[config.mk]
export PLATFORM = sky130hd
export DESIGN_NAME = cpuc_sequencer_flat
export DESIGN_NICKNAME = d
export VERILOG_FILES = /design/src/rtl/cpuc_sequencer_if.sv /design/src/rtl/cpuc_sequencer.sv /design/src/flat_wrapper.sv
export SDC_FILE = /design/constraint.sdc
export NUM_CORES = 1
export LEC_CHECK = 0
export CELL_PAD_IN_SITES_DETAIL_PLACEMENT = 1
export CELL_PAD_IN_SITES_GLOBAL_PLACEMENT = 1
export CORE_ASPECT_RATIO = 0.5
export CORE_MARGIN = 2
export CORE_UTILIZATION = 30
export CTS_CLUSTER_SIZE = 10
export DETAILED_ROUTE_END_ITERATION = 8
export DONT_BUFFER_PORTS = 1
export MAX_ROUTING_LAYER = met4
export PLACE_DENSITY = 0.47
export SLEW_MARGIN = 40
export SYNTH_ARGS = -nofsm -noshare
export SYNTH_HDL_FRONTEND = slang
export SYNTH_SLANG_ARGS = --single-unit
export TNS_END_PERCENT = 10
[constraint.sdc]
create_clock -name clk -period 3.9 [get_ports clk]
set_input_delay 0.585 -clock clk [delete_from_list [all_inputs] [get_ports clk]]
set_output_delay 0.585 -clock clk [all_outputs]
set_load 0.05 [all_outputs]
[src/rtl/cpuc_sequencer_if.sv]
// Handshake and enable bundle between the CPUC sequencer and its surroundings.
// The slave modport is the sequencer's view; the master drives program load, start and the compare bit.
interface cpuc_sequencer_if #(
    parameter int NUM_SRC    = 8,
    parameter int NUM_DST    = 4,
    parameter int IMEM_DEPTH = 16
);
    localparam int SW = $clog2(NUM_SRC);
    localparam int DW = $clog2(NUM_DST);
    localparam int AW = $clog2(IMEM_DEPTH);
    localparam int IW = 2 + DW + SW + DW + DW + AW;

    logic               start;
    logic               imem_we;
    logic [AW-1:0]      imem_addr;
    logic [IW-1:0]      imem_wdata;
    logic               cond_in;
    logic [NUM_SRC-1:0] src_en;
    logic [NUM_DST-1:0] dst_we;
    logic [NUM_DST-1:0] opa_en;
    logic [NUM_DST-1:0] opb_en;
    logic [AW-1:0]      pc;
    logic               busy;
    logic               halted;
    logic               err;

    modport master (
        output start, imem_we, imem_addr, imem_wdata, cond_in,
        input  src_en, dst_we, opa_en, opb_en, pc, busy, halted, err
    );

    modport slave (
        input  start, imem_we, imem_addr, imem_wdata, cond_in,
        output src_en, dst_we, opa_en, opb_en, pc, busy, halted, err
    );
endinterface

[src/rtl/cpuc_sequencer.sv]
// Fetch/drive/commit sequencer for the CPUC grid: small program RAM, PC, and
// registered one-hot tristate enables for the component and register buses.
module cpuc_sequencer #(
    parameter int NUM_SRC    = 8,
    parameter int NUM_DST    = 4,
    parameter int IMEM_DEPTH = 16
) (
    input  logic                clk,
    input  logic                rst,
    cpuc_sequencer_if.slave     bus
);
    localparam int SW = $clog2(NUM_SRC);
    localparam int DW = $clog2(NUM_DST);
    localparam int AW = $clog2(IMEM_DEPTH);
    localparam int IW = 2 + DW + SW + DW + DW + AW;

    localparam logic [2:0] S_IDLE   = 3'd0;
    localparam logic [2:0] S_FETCH  = 3'd1;
    localparam logic [2:0] S_DRIVE  = 3'd2;
    localparam logic [2:0] S_COMMIT = 3'd3;
    localparam logic [2:0] S_HALT   = 3'd4;

    localparam logic [1:0] OP_MOV  = 2'b00;
    localparam logic [1:0] OP_JMP  = 2'b01;
    localparam logic [1:0] OP_JMPC = 2'b10;
    localparam logic [1:0] OP_HALT = 2'b11;

    typedef struct packed {
        logic [1:0]    op;
        logic [DW-1:0] dst;
        logic [SW-1:0] src;
        logic [DW-1:0] opa;
        logic [DW-1:0] opb;
        logic [AW-1:0] tgt;
    } instr_t;

    logic [IW-1:0]      r_imem [IMEM_DEPTH];
    logic [2:0]         r_state;
    logic [2:0]         w_state_nxt;
    logic [AW-1:0]      r_pc;
    logic [AW-1:0]      w_pc_nxt;
    logic [AW-1:0]      w_pc_inc;
    instr_t             r_ir;
    instr_t             w_ir_nxt;
    instr_t             w_fetch;
    logic               r_cond;
    logic               r_err;
    logic               w_err_nxt;
    logic               w_busy;
    logic               w_illegal;
    logic               w_active;
    logic [NUM_SRC-1:0] r_src_en;
    logic [NUM_SRC-1:0] w_src_en_nxt;
    logic [NUM_DST-1:0] r_dst_we;
    logic [NUM_DST-1:0] w_dst_we_nxt;
    logic [NUM_DST-1:0] r_opa_en;
    logic [NUM_DST-1:0] w_opa_en_nxt;
    logic [NUM_DST-1:0] r_opb_en;
    logic [NUM_DST-1:0] w_opb_en_nxt;

    assign w_busy   = (r_state == S_FETCH) || (r_state == S_DRIVE) || (r_state == S_COMMIT);
    assign w_fetch  = instr_t'(r_imem[r_pc]);
    assign w_pc_inc = r_pc + AW'(1);

    // NOTE: the program RAM has no reset so it maps onto plain memory and survives rst.
    always_ff @(posedge clk) begin
        if (bus.imem_we && !w_busy) begin
            r_imem[bus.imem_addr] <= bus.imem_wdata;
        end
    end

    // NOTE: every output of this block is given a default first, so no latches are inferred.
    always_comb begin
        w_state_nxt = r_state;
        w_pc_nxt    = r_pc;
        w_ir_nxt    = r_ir;
        case (r_state)
            S_IDLE, S_HALT: begin
                if (bus.start) begin
                    w_state_nxt = S_FETCH;
                    w_pc_nxt    = '0;
                end
            end
            S_FETCH: begin
                w_ir_nxt    = w_fetch;
                w_state_nxt = S_DRIVE;
            end
            S_DRIVE: w_state_nxt = S_COMMIT;
            S_COMMIT: begin
                w_state_nxt = S_FETCH;
                case (r_ir.op)
                    OP_JMP:  w_pc_nxt = r_ir.tgt;
                    OP_JMPC: w_pc_nxt = r_cond ? r_ir.tgt : w_pc_inc;
                    OP_HALT: w_state_nxt = S_HALT;
                    default: w_pc_nxt = w_pc_inc;
                endcase
            end
            default: w_state_nxt = S_IDLE;
        endcase
    end

    // Enables are decoded from the next state so they leave the flops glitch-free.
    assign w_illegal = (w_ir_nxt.op == OP_MOV) && (int'(w_ir_nxt.src) >= NUM_SRC);
    assign w_active  = (w_state_nxt == S_DRIVE) || (w_state_nxt == S_COMMIT);
    assign w_err_nxt = r_err | ((r_state == S_FETCH) && w_illegal);

    always_comb begin
        w_src_en_nxt = '0;
        w_dst_we_nxt = '0;
        w_opa_en_nxt = '0;
        w_opb_en_nxt = '0;
        if (w_active && !w_illegal) begin
            if (w_ir_nxt.op == OP_MOV) begin
                w_src_en_nxt = NUM_SRC'(1) << w_ir_nxt.src;
                w_opa_en_nxt = NUM_DST'(1) << w_ir_nxt.opa;
                w_opb_en_nxt = NUM_DST'(1) << w_ir_nxt.opb;
                if (w_state_nxt == S_COMMIT) begin
                    w_dst_we_nxt = NUM_DST'(1) << w_ir_nxt.dst;
                end
            end else if ((w_ir_nxt.op == OP_JMPC) && (w_state_nxt == S_DRIVE)) begin
                w_opa_en_nxt = NUM_DST'(1) << w_ir_nxt.opa;
                w_opb_en_nxt = NUM_DST'(1) << w_ir_nxt.opb;
            end
        end
    end

    // NOTE: state flops use non-blocking assignments so all of them update together on the edge.
    always_ff @(posedge clk or negedge rst) begin
        if (!rst) begin
            r_state  <= S_IDLE;
            r_pc     <= '0;
            r_ir     <= '0;
            r_cond   <= 1'b0;
            r_err    <= 1'b0;
            r_src_en <= '0;
            r_dst_we <= '0;
            r_opa_en <= '0;
            r_opb_en <= '0;
        end else begin
            r_state  <= w_state_nxt;
            r_pc     <= w_pc_nxt;
            r_ir     <= w_ir_nxt;
            r_err    <= w_err_nxt;
            r_src_en <= w_src_en_nxt;
            r_dst_we <= w_dst_we_nxt;
            r_opa_en <= w_opa_en_nxt;
            r_opb_en <= w_opb_en_nxt;
            if ((r_state == S_DRIVE) && (r_ir.op == OP_JMPC)) begin
                r_cond <= bus.cond_in;
            end
        end
    end

    assign bus.src_en = r_src_en;
    assign bus.dst_we = r_dst_we;
    assign bus.opa_en = r_opa_en;
    assign bus.opb_en = r_opb_en;
    assign bus.pc     = r_pc;
    assign bus.busy   = w_busy;
    assign bus.halted = (r_state == S_HALT);
    assign bus.err    = r_err;

    // Bus-contention and write-window invariants seen by the grid.
    a_src_onehot: assert property (@(posedge clk) disable iff (!rst) $onehot0(r_src_en));
    a_dst_onehot: assert property (@(posedge clk) disable iff (!rst) $onehot0(r_dst_we));
    a_opa_onehot: assert property (@(posedge clk) disable iff (!rst) $onehot0(r_opa_en));
    a_opb_onehot: assert property (@(posedge clk) disable iff (!rst) $onehot0(r_opb_en));
    a_we_commit:  assert property (@(posedge clk) disable iff (!rst) (|r_dst_we) |-> (r_state == S_COMMIT));
endmodule
[src/flat_wrapper.sv]
// flat-port wrapper written by rule: the top's interface ports become plain ports
module cpuc_sequencer_flat 
#(
    parameter int NUM_SRC    = 8,
    parameter int NUM_DST    = 4,
    parameter int IMEM_DEPTH = 16
)
  (clk, rst, bus_start, bus_imem_we, bus_imem_addr, bus_imem_wdata, bus_cond_in, bus_src_en, bus_dst_we, bus_opa_en, bus_opb_en, bus_pc, bus_busy, bus_halted, bus_err);
  cpuc_sequencer_if #(.NUM_SRC(NUM_SRC), .NUM_DST(NUM_DST), .IMEM_DEPTH(IMEM_DEPTH)) bus_i ();
  input  logic clk;
  input  logic rst;
  input wire logic [$bits(bus_i.start)-1:0] bus_start;
  input wire logic [$bits(bus_i.imem_we)-1:0] bus_imem_we;
  input wire logic [$bits(bus_i.imem_addr)-1:0] bus_imem_addr;
  input wire logic [$bits(bus_i.imem_wdata)-1:0] bus_imem_wdata;
  input wire logic [$bits(bus_i.cond_in)-1:0] bus_cond_in;
  output wire logic [$bits(bus_i.src_en)-1:0] bus_src_en;
  output wire logic [$bits(bus_i.dst_we)-1:0] bus_dst_we;
  output wire logic [$bits(bus_i.opa_en)-1:0] bus_opa_en;
  output wire logic [$bits(bus_i.opb_en)-1:0] bus_opb_en;
  output wire logic [$bits(bus_i.pc)-1:0] bus_pc;
  output wire logic [$bits(bus_i.busy)-1:0] bus_busy;
  output wire logic [$bits(bus_i.halted)-1:0] bus_halted;
  output wire logic [$bits(bus_i.err)-1:0] bus_err;
  assign bus_i.start = bus_start;
  assign bus_i.imem_we = bus_imem_we;
  assign bus_i.imem_addr = bus_imem_addr;
  assign bus_i.imem_wdata = bus_imem_wdata;
  assign bus_i.cond_in = bus_cond_in;
  assign bus_src_en = bus_i.src_en;
  assign bus_dst_we = bus_i.dst_we;
  assign bus_opa_en = bus_i.opa_en;
  assign bus_opb_en = bus_i.opb_en;
  assign bus_pc = bus_i.pc;
  assign bus_busy = bus_i.busy;
  assign bus_halted = bus_i.halted;
  assign bus_err = bus_i.err;
  cpuc_sequencer #(.NUM_SRC(NUM_SRC), .NUM_DST(NUM_DST), .IMEM_DEPTH(IMEM_DEPTH)) u_core (.clk(clk), .rst(rst), .bus(bus_i));
endmodule
**After elaboration in Yosys (flattened, before gate mapping)**

Memory sizes are Yosys's and may differ from the RTL's.
Cells that the tools add are included.

- Equality and inequality tests: 12
- Multiplexer cells: 21
- Reductions and logical operators: 12
- Add/sub/neg operators: 1
- Shifts and indexed selects: 4

Operator list:

| kind | number |
|---|---|
| 4-bit 2-to-1 mux | 11 |
| 8-bit 2-to-1 mux | 2 |
| 15-bit 2-to-1 mux | 1 |
| 3-bit by 2-bit equality test with 1-bit output (second input constant) | 4 |
| 3-bit case mux with 4 select lines | 1 |
| 4-bit case mux with 3 select lines | 1 |
| 1-bit by 2-bit << shifter with 4-bit output (first input constant) | 3 |
| 4-bit case mux with 2 select lines | 1 |
| 1-bit by 3-bit << shifter with 8-bit output (first input constant) | 1 |
| 2-bit equality test (second input constant) | 3 |
| 3-bit 2-to-1 mux | 2 |
| 4-bit by 1-bit adder with 4-bit output (second input constant) | 1 |
| 2-bit inequality test (second input constant) | 2 |
| 3-bit by 1-bit equality test with 1-bit output (second input constant) | 1 |
| 3-bit equality test (second input constant) | 1 |
| 1-bit logical AND | 3 |
| 3-bit zero test | 1 |
| 1-bit logical OR | 3 |
| 3-bit AND reduction | 1 |
| 2-bit by 1-bit equality test with 1-bit output (second input constant) | 1 |
| 2-bit zero test | 1 |
| 1-bit 2-to-1 mux | 2 |
| 2-bit nonzero test | 1 |
| 2-bit OR reduction | 1 |
| 1-bit zero test | 1 |

- Output and inout bits: 27
- Logic and storage cells: 64
- Memories kept: 1
- Flip-flop bits (word level): 43
- Memory bits (writable): 240
- Input bits: 24

Memories:

| name | words | width | rd ports | clocked after Yosys merged registers in | write ports | line | source |
|---|---|---|---|---|---|---|---|
| u_core.r_imem | 16 | 15 | 1 | 0 | 1 | cpuc_sequencer.sv:37 | `logic [IW-1:0] r_imem [IMEM_DEPTH];` |

**Logic depth before layout (Yosys ltp)**

- Depth after elaboration: 8
- Mapped depth: 9
- Gate-level depth less buffers: 6

**Worst setup path after synthesis**

Ideal clock, no wire load.

- Path type: reg-to-reg
- From: register u_core.r_state[0]
- To: memory u_core.r_imem[2][0] (netlist bit) (enable)
- Required time: 3.494 ns
- Arrival: 2.390 ns
- Library setup time: 0.406 ns
- Clock period less this slack: 2.796 ns
- Cell stages (with the launch flop): 6
- Setup slack: 1.104 ns
- Cell sequence: dfrtp_1 buf_4 nor2_1 o21ai_0 or3b_2 nor3_1

- Word-level cells in the longest chain between the ends: 7
- Elaborated cells on any way between the ends: 9

RTL lines:

| element | line | source |
|---|---|---|
| start: declaration | cpuc_sequencer.sv:38 | `logic [2:0] r_state;` |
| start signal: assignment | cpuc_sequencer.sv:140 | `r_state <= w_state_nxt;` |
| 3-bit by 1-bit equality test with 1-bit output / 3-bit by 2-bit equality test with 1-bit output (equally long branches) | - |  |
| 1-bit logical OR | cpuc_sequencer.sv:61 | `assign w_busy = (r_state == S_FETCH) \|\| (r_state == S_DRIVE) \|\| (r_state == S_COMMIT);` |
| 1-bit logical OR (*) | cpuc_sequencer.sv:61 |  |
| 1-bit zero test (*) | cpuc_sequencer.sv:67 | `if (bus.imem_we && !w_busy) begin` |
| 1-bit logical AND (*) | cpuc_sequencer.sv:67 |  |
| 1-bit 2-to-1 mux (*) | cpuc_sequencer.sv:67 |  |
| 1-bit 2-to-1 mux (implied by the code) (*) | cpuc_sequencer.sv:68 | `r_imem[bus.imem_addr] <= bus.imem_wdata;` |
| end: declaration | cpuc_sequencer.sv:37 |  |

Mark *: on every way between the ends. The rest lies on a longest branch, timed or not.

**Final worst setup path**

- From: register u_core.r_pc[1] (netlist: u_core.bus.pc[1])
- To: register u_core.r_dst_we[2] (netlist: u_core.bus.dst_we[2])

- Word-level cells in the longest chain between the ends: 6
- Elaborated cells on any way between the ends: 7

RTL lines:

| element | line | source |
|---|---|---|
| start: declaration | cpuc_sequencer.sv:40 | `logic [AW-1:0] r_pc;` |
| start signal: assignment | cpuc_sequencer.sv:141 | `r_pc <= w_pc_nxt;` |
| memory read 16 x 15 bit (*) | - |  |
| 15-bit 2-to-1 mux (*) | cpuc_sequencer.sv:77 | `case (r_state)` |
| 1-bit by 2-bit << shifter with 4-bit output | cpuc_sequencer.sv:118 | `w_dst_we_nxt = NUM_DST'(1) << w_ir_nxt.dst;` |
| 4-bit 2-to-1 mux | cpuc_sequencer.sv:117 | `if (w_state_nxt == S_COMMIT) begin` |
| 4-bit 2-to-1 mux (*) | cpuc_sequencer.sv:113 | `if (w_ir_nxt.op == OP_MOV) begin` |
| 4-bit 2-to-1 mux (*) | cpuc_sequencer.sv:112 | `if (w_active && !w_illegal) begin` |
| via u_core.w_dst_we_nxt[2] | cpuc_sequencer.sv:55 | `logic [NUM_DST-1:0] w_dst_we_nxt;` |
| end signal: assignment | cpuc_sequencer.sv:145 | `r_dst_we <= w_dst_we_nxt;` |
| end: declaration | cpuc_sequencer.sv:54 | `logic [NUM_DST-1:0] r_dst_we;` |

Mark *: on every way through the listed nets, which the timed path passes. The rest lies on a longest branch.
A chain may end at the register's enable or synchronous reset.

==> impl_metrics.env <==
export IMPL_grt_start_max_net_pins=45
export IMPL_die_w_um=276
export IMPL_critical_path_arrival_ps=3260
export IMPL_number_of_synthesized_register_bits=283
export IMPL_io_buffer_count=0
export IMPL_cts_max_level=2
export IMPL_antenna_diode_count=0
export IMPL_synth_area_per_cell_um2=20.0
export IMPL_area_delta_synth_final_pct=15.4
export IMPL_floorplan_initialDensity_pct=30.7
export IMPL_drive_above_1_share_pct=23.8
export IMPL_fin_tns_setup_ps=0
export IMPL_holdCritPathClass="in2reg"
export IMPL_top_level_ports=51
export IMPL_p_leak_nw=4.16
export IMPL_cts_clk_pin_slew_worst_paths_ps=60
export IMPL_post_synth_num_cell_types=47
export IMPL_yosysSeqAreaShare_pct=74.7
export IMPL_count_of_fill_cells_added_during_filler_insertion=3586
export IMPL_setup_viol=0
export IMPL_first_global_vias=5732
export IMPL_worstSetupStartpointType="flip-flop"
export IMPL_cts_tree="yes"
export IMPL_clock_skew_ps=16.5
export IMPL_grt_overflow=0
export IMPL_period_minus_slack_ps=2880
export IMPL_hold_viol_final=0
export IMPL_post_route_worst_setup_slack_ps=1020
export IMPL_crit_path_cell_trace="buf_4 > mux2i_1 > a22oi_1 > nand3_1 > nand4_1 > nor4b_1"
export IMPL_detail_route_antenna_nets=0
export IMPL_critPathMaxFanout=21
export IMPL_vias=5405
export IMPL_cts_hold_buffers_added=2
export IMPL_first_pass_grt_wire_length_um=41100
export IMPL_initialDrtViolationCount=402
export IMPL_postSynth_asyncResetShare_pct=15.2
export IMPL_synthCells=555
export IMPL_worst_case_headroom_to_the_max_slew_limit_pct=53.0
export IMPL_core_um2=36200
export IMPL_die_area_um2=38600
export IMPL_slowest_stage="sky130_fd_sc_hd__dfrtp_4"
export IMPL_failed_checks="DRC"
export IMPL_place_gp_congestion=0.755
export IMPL_max_slew_worst_pin_slew_ps=699
export IMPL_avgViaCountPerCell=4.91
export IMPL_endpoint_kind="flip-flop"
export IMPL_yosys_warnings=0
export IMPL_fin_nets=620
export IMPL_synth_nets=583
export IMPL_postCtsResizedCells=0
export IMPL_worstSetupPathType="reg2reg"
export IMPL_post_cts_setup_buffer_count=0
export IMPL_place_worst_setup_slack_ps=993
export IMPL_firstDrtPassIters=8
export IMPL_power_density_nw_per_um2=691
export IMPL_std_cell_rows=49
export IMPL_hpwl_um=16900
export IMPL_run_status="complete, but fails checks"
export IMPL_timing_final_crit_share_pct=73.9
export IMPL_synth_edf_count=240
export IMPL_worst_endpoint_required_time_ps=4280
export IMPL_drc=7
export IMPL_placed_area_um2=11800
export IMPL_detail_route_wirelength_um=28000
export IMPL_grt_setup_unrepaired="no"
export IMPL_floorplan_die_height_um=140
export IMPL_drv_cap=0
export IMPL_slew_violations=0
export IMPL_route_detailed_wl_per_inst_um=25.5
export IMPL_grt_use_total_pct=15.4
export IMPL_vdd_ir_drop_worst_mv=0.251
export IMPL_cts_sinks=283
export IMPL_grt_antenna_before_repair=0
export IMPL_worst_path_largest_cell_delay_ps=760
export IMPL_post_route_cell_area_um2=12800
export IMPL_cts_root_buf="sky130_fd_sc_hd__clkbuf_16"
export IMPL_finish_utilization_pct=35.4
export IMPL_clk_latency_ps=510
export IMPL_ctsLongestPathBuffers=3
export IMPL_synthFlopType="sky130_fd_sc_hd__edfxtp_1"
export IMPL_netlist_area_pre_place_um2=11100
export IMPL_cts_buffers=34
export IMPL_max_freq_mhz=347
critical path, delay by kind of cell, from the launching register on:
kind	cells	cell delay, ps
buf+inv	1	350
mux	1	320
flops	1	760
simple gates	3	1150
compound gates	1	130
path summary, 6_finish.rpt:
| kind | start | end | slack, ps | depth (start not counted) |
|---|---|---|---|---|
| worst max-delay path | u_core.bus.pc[1] | u_core.bus.dst_we[2] | 1020 | 6 |
| worst min-delay path | bus_imem_wdata[0] | u_core.r_imem[6][0] | 170 | 0 |
| worst max register to register | u_core.bus.pc[1] | u_core.bus.dst_we[2] | 1020 | 6 |
| worst min register to register | u_core.r_ir[10] | u_core.r_ir[10] | 520 | 2 |
| max in group asynchronous | rst | u_core.bus.pc[1] | 3060 | 2 |
| min in group asynchronous | rst | u_core.bus.dst_we[0] | 600 | 2 |
registers in the layout, summed over array words and instances, names as in the netlist:
register / cells
u_core.bus.pc: 4
u_core.bus.src_en: 8
u_core.r_state: 3
u_core.bus.opa_en: 4
u_core.r_cond: 1
u_core.r_ir: 15
u_core.r_imem: 240
u_core.bus.opb_en: 4
u_core.bus.dst_we: 4
placed cells by master (no fill, tap or decap), types with 2 or more instances in the layout:
master	Yosys	layout
sky130_fd_sc_hd__and3b_1	2	2
sky130_fd_sc_hd__inv_1	5	5
sky130_fd_sc_hd__dfrtp_4	0	2
sky130_fd_sc_hd__nor3_2	0	4
sky130_fd_sc_hd__ha_1	4	4
sky130_fd_sc_hd__buf_4	4	24
sky130_fd_sc_hd__mux4_2	42	42
sky130_fd_sc_hd__a221o_1	3	3
sky130_fd_sc_hd__clkbuf_1	4	24
sky130_fd_sc_hd__a22oi_1	13	13
sky130_fd_sc_hd__nand4_1	3	3
sky130_fd_sc_hd__nor4b_2	2	2
sky130_fd_sc_hd__nor3_1	9	5
sky130_fd_sc_hd__mux4_1	14	14
sky130_fd_sc_hd__buf_16	0	2
sky130_fd_sc_hd__nor4b_1	3	3
sky130_fd_sc_hd__a21oi_1	5	5
sky130_fd_sc_hd__nor2_1	22	9
sky130_fd_sc_hd__nor4bb_1	2	2
sky130_fd_sc_hd__nor3b_1	6	6
sky130_fd_sc_hd__clkbuf_16	0	35
sky130_fd_sc_hd__nand2_1	32	32
sky130_fd_sc_hd__and2_1	2	2
sky130_fd_sc_hd__nand3_1	4	4
sky130_fd_sc_hd__nor2_2	1	14
sky130_fd_sc_hd__mux2_2	8	8
sky130_fd_sc_hd__nor3b_2	2	2
sky130_fd_sc_hd__a32oi_1	3	3
sky130_fd_sc_hd__nor2b_1	2	2
sky130_fd_sc_hd__o21ai_0	8	8
sky130_fd_sc_hd__o21ai_1	2	2
sky130_fd_sc_hd__nor4_2	3	3
sky130_fd_sc_hd__nand2b_1	4	4
sky130_fd_sc_hd__or3b_2	2	2
sky130_fd_sc_hd__edfxtp_1	240	240
sky130_fd_sc_hd__dfrtp_1	43	40
sky130_fd_sc_hd__mux2i_1	26	26
kinds of logic (layout without fill, tap and decap cells):
group	Yosys count	count (layout)	share of synthesized area (%)
other	1	1	0.0338
muxes	90	90	15.0
buffers and inverters	32	94	2.02
AOI/OAI and AO/OA	38	38	2.38
DFF	283	283	74.7
and+or+nand+nor	106	106	5.39
xor gates and xnor gates	1	1	0.0789
adders and majority gates	4	4	0.451
power by group:
| part | total (mW) | leakage (nW) | switching [mW] | internal [mW] |
|---|---|---|---|---|
| logic | 2.00 | 0.974 | 1.16 | 0.839 |
| registers | 3.98 | 2.72 | 0.477 | 3.50 |
| clock network | 2.87 | 0.468 | 1.19 | 1.68 |
stage by stage:
stage | power [mW] | instances | hold slack, ps
4_1_cts | 8.97 | 1100 | 139
3_5_place_dp | 6.04 | 1037 | 291
6_report | 8.85 | 1101 | 166
3_3_place_gp | 6.02 | 1037 | 291
5_1_grt | 9.31 | 1101 | 139
2_1_floorplan | 5.44 | 555 | 289
synthesized netlist by cell type (2+ instances only):
master | n | area share, %
sky130_fd_sc_hd__ha_1 | 4 | 0.45
sky130_fd_sc_hd__nor2b_1 | 2 | 0.11
sky130_fd_sc_hd__mux4_2 | 42 | 8.5
sky130_fd_sc_hd__buf_4 | 4 | 0.27
sky130_fd_sc_hd__and2_1 | 2 | 0.11
sky130_fd_sc_hd__nor4bb_1 | 2 | 0.18
sky130_fd_sc_hd__mux2i_1 | 26 | 2.3
sky130_fd_sc_hd__clkbuf_1 | 4 | 0.14
sky130_fd_sc_hd__dfrtp_1 | 43 | 9.7
sky130_fd_sc_hd__nor3_1 | 9 | 0.41
sky130_fd_sc_hd__o21ai_1 | 2 | 0.090
sky130_fd_sc_hd__a21oi_1 | 5 | 0.23
sky130_fd_sc_hd__nor3b_1 | 6 | 0.41
sky130_fd_sc_hd__nand3_1 | 4 | 0.18
sky130_fd_sc_hd__or3b_2 | 2 | 0.16
sky130_fd_sc_hd__nor3b_2 | 2 | 0.23
sky130_fd_sc_hd__mux2_2 | 8 | 0.81
sky130_fd_sc_hd__a22oi_1 | 13 | 0.88
sky130_fd_sc_hd__buf_2 | 10 | 0.45
sky130_fd_sc_hd__a32oi_1 | 3 | 0.24
sky130_fd_sc_hd__nand4_1 | 3 | 0.17
sky130_fd_sc_hd__buf_6 | 8 | 0.81
sky130_fd_sc_hd__and3b_1 | 2 | 0.16
sky130_fd_sc_hd__nor4b_1 | 3 | 0.24
sky130_fd_sc_hd__nor2_1 | 22 | 0.74
sky130_fd_sc_hd__nor4b_2 | 2 | 0.27
sky130_fd_sc_hd__mux4_1 | 14 | 3.3
sky130_fd_sc_hd__nand2b_1 | 4 | 0.23
sky130_fd_sc_hd__nand2_1 | 32 | 1.1
sky130_fd_sc_hd__nor4_2 | 3 | 0.34
sky130_fd_sc_hd__inv_1 | 5 | 0.17
sky130_fd_sc_hd__edfxtp_1 | 240 | 65
sky130_fd_sc_hd__o21ai_0 | 8 | 0.36
sky130_fd_sc_hd__a221o_1 | 3 | 0.27
metal layers:
| metal | up-vias | track usage, % | share of wire [%] | wire, um |
|---|---|---|---|---|
| met1 | 2935 | 22.4 | 49 | 13700 |
| met3 | 27 | 3.31 | 5.0 | 1420 |
| met2 | 112 | 22.2 | 45 | 12500 |
| li1 | 2331 | - | - | - |
| met5 | - | - | 0 | 0 |
| met4 | 0 | 3.42 | 1.3 | 353 |
cell type report:
cell class,count,area (um2),area share (%)
Inverter,5,18.8,0.147
Multi-Input combinational cell,240,2640,20.6
Sequential cell,283,8290,64.7
Clock inverter,2,17.5,0.137
Timing Repair Buffer,28,265,2.07
Tap cell,484,606,4.73
Clock buffer,59,966,7.54
No activity file was read; power rests on OpenSTA's default activity.
